`config.mk`:
```
export PLATFORM = sky130hd
export DESIGN_NAME = piradip_axis_fifo
export DESIGN_NICKNAME = d
export VERILOG_FILES = /design/src/rtl/piradip_axis_pkg.sv /design/src/rtl/piradip_sdp_ram.sv /design/src/rtl/piradip_axis_fifo.sv
export SDC_FILE = /design/constraint.sdc
export NUM_CORES = 1
export LEC_CHECK = 0
export ABC_CLOCK_PERIOD_IN_PS = 8700
export CAP_MARGIN = 20
export CORE_MARGIN = 5
export CORE_UTILIZATION = 40
export DETAILED_ROUTE_END_ITERATION = 12
export DONT_BUFFER_PORTS = 1
export SYNTH_ARGS = -nofsm -noshare
export SYNTH_HDL_FRONTEND = slang
export SYNTH_SLANG_ARGS = --single-unit
```
`constraint.sdc`:
```
create_clock -name aclk -period 8.7 [get_ports aclk]
set_clock_uncertainty 0.05 [all_clocks]
set_input_delay 1.74 -clock aclk [delete_from_list [all_inputs] [get_ports aclk]]
set_output_delay 1.74 -clock aclk [all_outputs]
set_load 0.01 [all_outputs]
```
`src/rtl/piradip_axis_pkg.sv`:
```
// Shared types and width helpers for the piradip AXI4-Stream FIFO.
package piradip_axis_pkg;

  // Store-and-forward control: HOLD waits for a whole packet, RELEASE streams freely.
  typedef enum logic {
    HOLD    = 1'b0,
    RELEASE = 1'b1
  } axis_fifo_state_t;

  // Packed width of one stored beat: tdata, tkeep, tstrb, tlast, tid, tdest, tuser.
  function automatic int beat_width(input int width, input int id_w,
                                    input int dest_w, input int user_w);
    return width + 2 * (width / 8) + 1 + id_w + dest_w + user_w;
  endfunction

  // Width of a counter that must hold the values 0..depth inclusive.
  function automatic int count_width(input int depth);
    return $clog2(depth + 1);
  endfunction

endpackage

```
`src/rtl/piradip_sdp_ram.sv`:
```
// Simple dual-port RAM: one synchronous write port, one asynchronous read port.
// The asynchronous read is what gives the FIFO its first-word fall-through.
module piradip_sdp_ram #(
  parameter  int WORD_W = 8,
  parameter  int DEPTH  = 16,
  localparam int AW     = $clog2(DEPTH)
) (
  input  logic              clk,
  input  logic              we_i,
  input  logic [AW-1:0]     waddr_i,
  input  logic [WORD_W-1:0] wdata_i,
  input  logic [AW-1:0]     raddr_i,
  output logic [WORD_W-1:0] rdata_o
);

  logic [WORD_W-1:0] mem_q [DEPTH];

  // Write port; storage has no reset so it maps onto distributed RAM.
  always_ff @(posedge clk) begin
    if (we_i) mem_q[waddr_i] <= wdata_i;
  end

  assign rdata_o = mem_q[raddr_i];

endmodule

```
`src/rtl/piradip_axis_fifo.sv`:
```
// AXI4-Stream FIFO with first-word fall-through, registered s_tready and an
// optional store-and-forward mode that falls back to streaming when a packet
// is longer than the FIFO.
module piradip_axis_fifo
  import piradip_axis_pkg::*;
#(
  parameter  int WIDTH       = 32,
  parameter  int DEPTH       = 16,
  parameter  int ID_WIDTH    = 1,
  parameter  int DEST_WIDTH  = 1,
  parameter  int USER_WIDTH  = 1,
  parameter  int PACKET_MODE = 0,
  localparam int CW          = count_width(DEPTH)
) (
  input  logic                  aclk,
  input  logic                  aresetn,
  input  logic                  s_tvalid,
  output logic                  s_tready,
  input  logic                  s_tlast,
  input  logic [WIDTH-1:0]      s_tdata,
  input  logic [WIDTH/8-1:0]    s_tkeep,
  input  logic [WIDTH/8-1:0]    s_tstrb,
  input  logic [ID_WIDTH-1:0]   s_tid,
  input  logic [DEST_WIDTH-1:0] s_tdest,
  input  logic [USER_WIDTH-1:0] s_tuser,
  output logic                  m_tvalid,
  input  logic                  m_tready,
  output logic                  m_tlast,
  output logic [WIDTH-1:0]      m_tdata,
  output logic [WIDTH/8-1:0]    m_tkeep,
  output logic [WIDTH/8-1:0]    m_tstrb,
  output logic [ID_WIDTH-1:0]   m_tid,
  output logic [DEST_WIDTH-1:0] m_tdest,
  output logic [USER_WIDTH-1:0] m_tuser,
  output logic [CW-1:0]         occupancy,
  output logic [CW-1:0]         pkt_count,
  output logic                  overflow_release
);

  localparam int            AW   = $clog2(DEPTH);
  localparam int            BW   = beat_width(WIDTH, ID_WIDTH, DEST_WIDTH, USER_WIDTH);
  localparam logic [CW-1:0] FULL = CW'(DEPTH);

  logic [AW-1:0]    wr_ptr_q, wr_ptr_d, rd_ptr_q, rd_ptr_d;
  logic [CW-1:0]    occ_q, occ_d, pkt_q, pkt_d;
  logic             s_tready_q;
  logic             ovf_q, ovf_d;
  axis_fifo_state_t state_q, state_d;
  logic             push, pop, push_last, pop_last;
  logic [BW-1:0]    wr_word, rd_word;

  assign push      = s_tvalid & s_tready_q;
  assign pop       = m_tvalid & m_tready;
  assign push_last = push & s_tlast;
  assign pop_last  = pop & m_tlast;
  assign wr_word   = {s_tdata, s_tkeep, s_tstrb, s_tlast, s_tid, s_tdest, s_tuser};

  piradip_sdp_ram #(
    .WORD_W (BW),
    .DEPTH  (DEPTH)
  ) u_ram (
    .clk     (aclk),
    .we_i    (push),
    .waddr_i (wr_ptr_q),
    .wdata_i (wr_word),
    .raddr_i (rd_ptr_q),
    .rdata_o (rd_word)
  );

  assign {m_tdata, m_tkeep, m_tstrb, m_tlast, m_tid, m_tdest, m_tuser} = rd_word;

  // Pointer and counter updates from this cycle's handshakes; pointers wrap at DEPTH.
  always_comb begin
    wr_ptr_d = wr_ptr_q;
    rd_ptr_d = rd_ptr_q;
    occ_d    = occ_q;
    pkt_d    = pkt_q;
    if (push) wr_ptr_d = wr_ptr_q + AW'(1);
    if (pop)  rd_ptr_d = rd_ptr_q + AW'(1);
    if (push && !pop)      occ_d = occ_q + CW'(1);
    else if (!push && pop) occ_d = occ_q - CW'(1);
    if (push_last && !pop_last)      pkt_d = pkt_q + CW'(1);
    else if (!push_last && pop_last) pkt_d = pkt_q - CW'(1);
  end

  // Store-and-forward FSM; a full FIFO with no complete packet forces RELEASE.
  always_comb begin
    state_d = state_q;
    ovf_d   = 1'b0;
    if (PACKET_MODE != 0) begin
      case (state_q)
        HOLD: begin
          if (occ_q == FULL && pkt_q == '0) begin
            state_d = RELEASE;
            ovf_d   = 1'b1;
          end
        end
        RELEASE: begin
          if (pop_last) state_d = HOLD;
        end
        default: state_d = HOLD;
      endcase
    end
  end

  // Output valid: whole packets only while holding, any stored beat otherwise.
  always_comb begin
    if (PACKET_MODE != 0 && state_q == HOLD) m_tvalid = (pkt_q != '0);
    else                                     m_tvalid = (occ_q != '0);
  end

  // State registers; s_tready is the registered view of "not full".
  always_ff @(posedge aclk or negedge aresetn) begin
    if (!aresetn) begin
      wr_ptr_q   <= '0;
      rd_ptr_q   <= '0;
      occ_q      <= '0;
      pkt_q      <= '0;
      s_tready_q <= 1'b0;
      ovf_q      <= 1'b0;
      state_q    <= HOLD;
    end else begin
      wr_ptr_q   <= wr_ptr_d;
      rd_ptr_q   <= rd_ptr_d;
      occ_q      <= occ_d;
      pkt_q      <= pkt_d;
      s_tready_q <= (occ_d < FULL);
      ovf_q      <= ovf_d;
      state_q    <= state_d;
    end
  end

  assign s_tready         = s_tready_q;
  assign occupancy        = occ_q;
  assign pkt_count        = pkt_q;
  assign overflow_release = ovf_q;

endmodule

```
# Yosys cells after proc, flatten, opt, wreduce, memory -nomap -nowiden
# Memories as Yosys holds them, arrays and structs flattened.
# Cells that the tools add are included.
# word_totals
regBits	19
ramBits	704
input_bits	48
out_inout_bits	57
word_cells	33
mem_count	1
# op_classes
addsub	6
order_cmp	1
mux	6
bitwise	4
n_reduce_logical	10
# memory_table
name	words	width	read_ports	rd_clocked_by_memory_dff	write_ports	line_no	text
u_ram.mem_q	16	44	1	0	1	piradip_sdp_ram.sv:16	logic [WORD_W-1:0] mem_q [DEPTH];
# ops
cell	count
5-bit 2-to-1 mux	4
5-bit by 1-bit adder with 5-bit output, second input constant	2
5-bit by 1-bit subtractor with 5-bit output, second input constant	2
4-bit by 1-bit adder with 4-bit output, second input constant	2
5-bit < comparator, second input constant	1
5-bit nonzero test	1
1-bit AND	4
1-bit logical AND	4
1-bit zero test	4
1-bit 2-to-1 mux	2
2-bit nonzero test	1

# Logic depth before layout (Yosys ltp)
# Gate-level depths: netlist (run 1).
# logic_depth
ltp_word	6
depth_mapped	13
ltp_nobuf	13

# By module
# A second synthesis (run 1) with hierarchy kept.
# hier_totals
hier_cells	1206
area_unflattened_um2	27512.6
# by_module_without_submodules
module	instances	cells_each	area_per_inst_um2	seq_area_each_um2
piradip_sdp_ram	1	1098	26387.8	21140.3
piradip_axis_fifo	1	108	1124.8	475.5

# Worst setup path after synthesis (run 1)
# Ideal clock, no wire load.
# synth_timing
path_type	input-to-reg
start	input s_tvalid
end	memory u_ram.mem_q[3][0] (netlist name), enable pin
setup_ns	0.500
arrival_ns	5.098
t_required_ns	8.150
slack_ns	3.052
path_stages	4
n_path_buf	0
path_cell_list	nand2_1 -> clkinv_1 -> nand2_1 -> nor3_1
# synth_between
elab_chain_cells	3
# synth_lines
item	line_no	text
start, declared	piradip_axis_fifo.sv:17	input logic s_tvalid,
1-bit AND	piradip_axis_fifo.sv:52	assign push = s_tvalid & s_tready_q;
net push	piradip_axis_fifo.sv:49	logic push, pop, push_last, pop_last;
1-bit 2-to-1 mux	piradip_sdp_ram.sv:20	if (we_i) mem_q[waddr_i] <= wdata_i;
1-bit 2-to-1 mux (not written as such)	piradip_sdp_ram.sv:20	
end, declared	piradip_sdp_ram.sv:16	
# The timed path passes the listed nets, and every way through them passes these cells.

# Worst setup path in the final report (run 1)
# layout_timing
start	register rd_ptr_q[0]
end	output m_tdata[31]
# layout_between
elab_chain_cells	1
# layout_lines
item	line_no	text
start, declared	piradip_axis_fifo.sv:44	logic [AW-1:0] wr_ptr_q, wr_ptr_d, rd_ptr_q, rd_ptr_d;
start signal, assigned	piradip_axis_fifo.sv:124	rd_ptr_q <= rd_ptr_d;
memory 16 x 44 bit	-	
end, declared	piradip_axis_fifo.sv:29	output logic [WIDTH-1:0] m_tdata,
# No other way between the ends.

==> metrics.md, run 1 <==
| Metric | Value |
|---|---|
| Final setup vio count | 0 |
| Routed WL | 60.5 mm |
| Clk sink count | 723 |
| Grt total ovfl | 0 |
| Worst EP required | 6910 ps |
| P_sw | 2960 µW |
| Worst R2R Setup Slack | 4900 ps |
| Power Total | 9930 µW |
| Gate power share | 0.255 |
| Die W | 272 µm |
| Die Ht | 272 µm |
| Max_cap viols | 0 |
| Seq cells post-synth | 723 |
| I/O Buffers | 0 |
| Final setup margin | 3600 ps |
| CP Capture Point | m_tdata[31] |
| Status | finished, final reports clean |
| Initial Util | 0.402 |
| Cell Area, Synth | 0.0275 mm² |
| Max rail drop VDD | 0.213 mV |
| DRC | 0 |
| Syn_area_per_cell | 22.7 µm² |
| Setup bufs post-CTS | 0 |
| Worst slack, placed | 4150 ps |
| Period utilization | 0.586 |
| Worst min-delay path class | reg2reg |
| Ys flop type | edfxtp_1 |
| Via count | 12388 |
| Synth unique cells | 42 |
| Iteration-0 DRC Markers | 1072 |
| CTS tree | yes |
| Worst-Skew Late Latency | 610 ps |
| P_int | 6970 µW |
| Max transition margin | 0.274 |
| Area growth syn-to-layout | 12.6% |
| RSZ-0062 raised after global routing | no |
| Root Buffer | clkbuf_16 |
| Crit path max fanout | 43 |
| Leak | 0.00968 µW |
| Cell count after synthesis | 1214 |
| Drt pass-1 iters | 5 |
| RD Place Congestion | 0.699 |
| Hold-fix buffer count after cts | 0 |
| Power share of the sequential group | 0.435 |
| Post-Layout Cell Count | 2191 |
| Max clock buf depth | 3 |
| Setup CP Type | reg2out |
| Arrival time at the worst endpoint | 3310 ps |
| R2R depth | 10 |
| Routed vias/inst | 5.65 |
| Post-route ant nets | 0 |
| Fin Hold WS | 531 ps |
| Post-CTS sizing | 0 |
| Antenna diodes | 0 |
| Core ar. | 0.0685 mm² |
| Crit. End Element | primary output |
| Post-Syn Nets | 1277 |
| Gr usage total | 0.163 |
| Initial antenna violation count | 0 |
| # placed instances | 2054 |
| Die area | 0.0742 mm² |
| Largest net degree at the start of global routing | 153 |
| Clk pin slew, worst setup/hold paths | 60 ps |
| Number of flops mapped to enable cells by yosys | 704 |
| Max Freq | 196 MHz |
| Reg2reg start | rd_ptr_q[0] |
| Synth Warn # | 0 |
| PD cells | 320 mW/mm² |
| Worst r2r dst | pkt_count[4] |
| Routed len/inst | 27.6 µm |
| Slew @ Worst Pin | 1090 ps |
| TritonCTS Buffers | 75 |
| Switching power share of the total | 0.298 |
| # rows | 96 |
| Startpoint type of the worst setup path | flop |
| Max Slew Vio Count | 0 |
| CP Launch Point | rd_ptr_q[0] |
| FILL cells | 5665 |
| Layout cells sized above 1 | 0.251 |
| Dpl hpwl | 29.0 mm |
| Global-route wire length before repair | 89.1 mm |
| Ports | 105 |
| Sequential fraction of the synthesis area | 0.785 |
| Vias in the first global route | 13250 |
| Clock share of power | 0.310 |
| TNS Setup | 0 ps |
| Final Hold Viols | 0 |
| Ys async rst share | 0.0263 |
| Final worst path period need | 5100 ps |
| Nets | 1312 |
| H-tree Lvls | 3 |
[synth_stat cells (all sizes together) (5+ instances only)]
master / instances / area (µm²)
a22oi: 86 / 646
buf: 32 / 230
clkbuf: 35 / 131
dfrtp: 19 / 475
edfxtp: 704 / 21100
ha: 14 / 175
inv: 11 / 41.3
mux4: 176 / 3960
nand2: 60 / 228
nor2: 14 / 52.6
nor3: 5 / 25.0
o21ai: 7 / 35.0
xnor2: 7 / 61.3
[routing by layer]
metal | vias up | track usage | share of wire
met3 | 64 | 0.0406 | 0.074
met5 | - | 0 | 0
li1 | 5224 | - | -
met1 | 6722 | 0.224 | 0.42
met4 | 0 | 0.0410 | 0.015
met2 | 378 | 0.265 | 0.49
[cell families after synthesis]
| logic type | count (synthesis) | synth area share |
|---|---|---|
| buf+inv | 79 | 0.0148 |
| simple gates | 97 | 0.0155 |
| mux | 179 | 0.145 |
| xor+xnor | 10 | 0.00318 |
| other cells | 1 | 0.000136 |
| compound gates | 110 | 0.0292 |
| fa+ha+maj | 15 | 0.00709 |
| flops | 723 | 0.785 |
[cells in the final DEF, fill, tap and decap left out, types with 2 or more instances in the layout]
cell type / instances
xnor2_1: 7
clkinv_1: 17
a21oi_1: 4
mux2i_1: 3
inv_1: 11
o2111ai_1: 3
clkinv_2: 10
dfrtp_4: 2
clkbuf_16: 77
edfxtp_1: 704
nand2_1: 59
nor2b_4: 2
clkbuf_1: 17
o21ai_0: 7
nor2_4: 13
inv_6: 5
nand4_1: 4
buf_12: 2
xor2_1: 3
dfrtp_1: 17
ha_1: 14
mux4_2: 176
o21a_1: 2
a22oi_1: 86
buf_4: 23
nor3_2: 4
nand2b_1: 4
clkinv_4: 3
bufinv_16: 5
or3_1: 2
clkinvlp_4: 2
[stage by stage]
| step | instance area [µm²] | utilization |
|---|---|---|
| 2_1_floorplan | 27500 | - |
| 3_3_place_gp | 28600 | 0.418 |
| 3_5_place_dp | 28600 | 0.418 |
| 4_1_cts | 31000 | 0.453 |
| 5_1_grt | 31000 | 0.453 |
| 6_report | 31000 | 0.453 |
[power groups by stage]
stage,sequential (µW),clock [µW],combinational (µW)
CTS,4320,3150,2600
global placement,4380,0,2580
global route,4350,3310,2740
floorplan,4270,0,2000
detailed placement,4390,0,2600
finish,4320,3080,2530
[layout make-up]
| cell class | count | area, µm² | area share |
|---|---|---|---|
| Sequential cell | 723 | 21600 | 0.698 |
| Multi-Input combinational cell | 412 | 5640 | 0.182 |
| Clock buffer | 95 | 2000 | 0.0647 |
| Tap cell | 882 | 1100 | 0.0356 |
| Clock inverter | 42 | 365 | 0.0118 |
| Timing Repair Buffer | 25 | 213 | 0.00686 |
| Inverter | 12 | 45.0 | 0.00145 |
[worst min-delay path by stage]
| stage | start | end | slack (ps) | cells past startpoint |
|---|---|---|---|---|
| floorplan | pkt_count[3] | pkt_count[3] | 490 | 2 |
| global placement | pkt_count[3] | pkt_count[3] | 520 | 2 |
| detailed placement | occupancy[4] | occupancy[4] | 530 | 1 |
| CTS | occupancy[4] | occupancy[4] | 540 | 1 |
| global route | pkt_count[0] | pkt_count[0] | 560 | 1 |
| finish | occupancy[4] | occupancy[4] | 530 | 1 |
[flip-flops by register name, summed over array words and instances (netlist names)]
register and cells:
u_ram.mem_q 704, occupancy 5, pkt_count 5, rd_ptr_q 4, wr_ptr_q 4, s_tready 1
[critical path, stage by stage (launching register included)]
cell,delay [ps]
dfrtp_4,830
buf_4,790
mux4_2,600
a22oi_1,270
nand2_1,180
Power figures use the tool's default switching activity.
==> inputs of run 2 (changes only) <==
Settings changed: ABC_CLOCK_PERIOD_IN_PS 8700 to 4400.
Clock period 8.7 ns to 4.4 ns, I/O delays scaled along.
==> metrics.md, run 2 (synthesis gave the netlist of run 1 again) <==
| Metric | Value |
|---|---|
| Status | finished, final reports clean |
| Layout cells sized above 1 | 0.254 |
| Max_cap viols | 0 |
| Crit path max fanout | 75 |
| Die Ht | 272 µm |
| Nets | 1324 |
| Routed vias/inst | 5.65 |
| Multi-input gate area | 0.00567 mm² |
| CP Capture Point | m_tdata[16] |
| Setup CP Type | reg2out |
| Max clock buf depth | 3 |
| Clk sink count | 723 |
| Worst EP required | 3470 ps |
| Worst-Skew Late Latency | 600 ps |
| Leak | 0.00970 µW |
| Initial Util | 0.402 |
| Max rail drop VDD | 0.747 mV |
| Root Buffer | clkbuf_16 |
| Core ar. | 0.0685 mm² |
| Worst R2R Setup Slack | 960 ps |
| Ports | 105 |
| Die area | 0.0742 mm² |
| Worst min-delay path class | in2reg |
| Initial antenna violation count | 0 |
| Power Total | 19500 µW |
| I/O Buffers | 0 |
| Startpoint type of the worst setup path | flop |
| Most common cell after layout, fill and taps aside | edfxtp_1 |
| Area growth syn-to-layout | 12.9% |
| Reg2reg start | rd_ptr_q[2] |
| PD cells | 626 mW/mm² |
| Routed WL | 60.3 mm |
| Commonest cells after routing, fill and taps aside | edfxtp_1 (704), mux4_2 (176), a22oi_1 (86) |
| Crit. End Element | primary output |
| Arrival time at the worst endpoint | 2800 ps |
| Die W | 272 µm |
| Via count | 12433 |
| Period utilization | 0.847 |
| Largest net degree at the start of global routing | 144 |
| Dpl hpwl | 30.7 mm |
| Max Freq | 268 MHz |
| CP Launch Point | rd_ptr_q[0] |
| Vias in the first global route | 13180 |
| Sequential cell area | 0.0216 mm² |
| Reg with most FFs | u_ram.mem_q |
| CTS tree | yes |
| DRC | 0 |
| # rows | 96 |
| FILL cells | 5638 |
| Drt pass-1 iters | 5 |
| Gr usage total | 0.162 |
| Final setup vio count | 0 |
| TritonCTS Buffers | 74 |
| Slew @ Worst Pin | 1000 ps |
| Routed len/inst | 27.4 µm |
| Clk pin slew, worst setup/hold paths | 70 ps |
| Post-Layout Cell Count | 2199 |
| Grt total ovfl | 0 |
| Final worst path period need | 3730 ps |
| Worst slack, placed | 936 ps |
| # placed instances | 2066 |
| Worst r2r dst | pkt_count[4] |
| Antenna diodes | 0 |
| Max Slew Vio Count | 0 |
| Final Hold Viols | 0 |
| H-tree Lvls | 3 |
| RSZ-0062 raised after global routing | no |
| R2R depth | 11 |
| RD Place Congestion | 0.736 |
| Setup bufs post-CTS | 0 |
| Iteration-0 DRC Markers | 1200 |
| Max FFs per register | 704 |
| Fin Hold WS | 313 ps |
| Final setup margin | 675 ps |
| TNS Setup | 0 ps |
| Max transition margin | 0.333 |
| Global-route wire length before repair | 88.5 mm |
| Post-route ant nets | 0 |
## run 2: changes by cell type in the layout (fill, tap and decap cells not counted), moves of 2 or more
cell,delta
buf_12,+9
buf_4,+3
bufinv_16,-3
clkbuf_1,+4
clkinv_1,-2
clkinv_2,-2
clkinv_4,-2
clkinvlp_4,+3
nor3_2,-4
nor3_4,+4
## run 2: repair_timing
| action | in CTS | in global routing |
|---|---|---|
| gates resized for setup | 0 | 0 |
| hold buffers | 1 | 0 |
| endpoints found under the hold margin | 19 | 0 |
## run 2: worst min path at each step
stage / slack [ps] / end / cells past startpoint / startpoint
final: 310 / u_ram.mem_q[4][2] / 0 / s_tid
after global routing: 280 / u_ram.mem_q[8][23] / 0 / s_tdata[11]
after CTS: 270 / u_ram.mem_q[12][3] / 0 / s_tlast
after detailed placement: 540 / pkt_count[2] / 0 / aresetn
after global placement: 520 / pkt_count[3] / 2 / pkt_count[3]
after floorplan: 490 / pkt_count[3] / 2 / pkt_count[3]
## run 2: stage by stage
stage               utilization  cell area (µm²)
finish                    0.454            31100
global route              0.454            31100
CTS                       0.454            31100
detailed placement        0.421            28900
global placement          0.421            28900
floorplan                     -            27600
## run 2: report_power, final
part	total, µW	internal, µW	switching, µW
combinational	5230	2180	3050
clock	5820	3300	2510
sequential	8440	8140	296
## run 2: layout make-up
class	instances	area share
clock buffer	97	0.0637
clock inverter	35	0.00805
inverter	12	0.00145
multi-input combinational	412	0.182
sequential	723	0.695
tap	882	0.0355
timing repair buffer	38	0.0137
## run 2: worst max-delay path, stage by stage (launching register included)
cell	delay, ps
dfrtp_4	490
buf_12	510
mux4_2	580
a22oi_1	350
nand2_1	200
## run 2: per-layer routing
metal  global-route usage  vias up  wire (µm)
met5                    0        -          0
met3               0.0444       67       4850
met2                0.266      443      29700
met4               0.0387        0        923
li1                     -     5233          -
met1                0.219     6690      24800
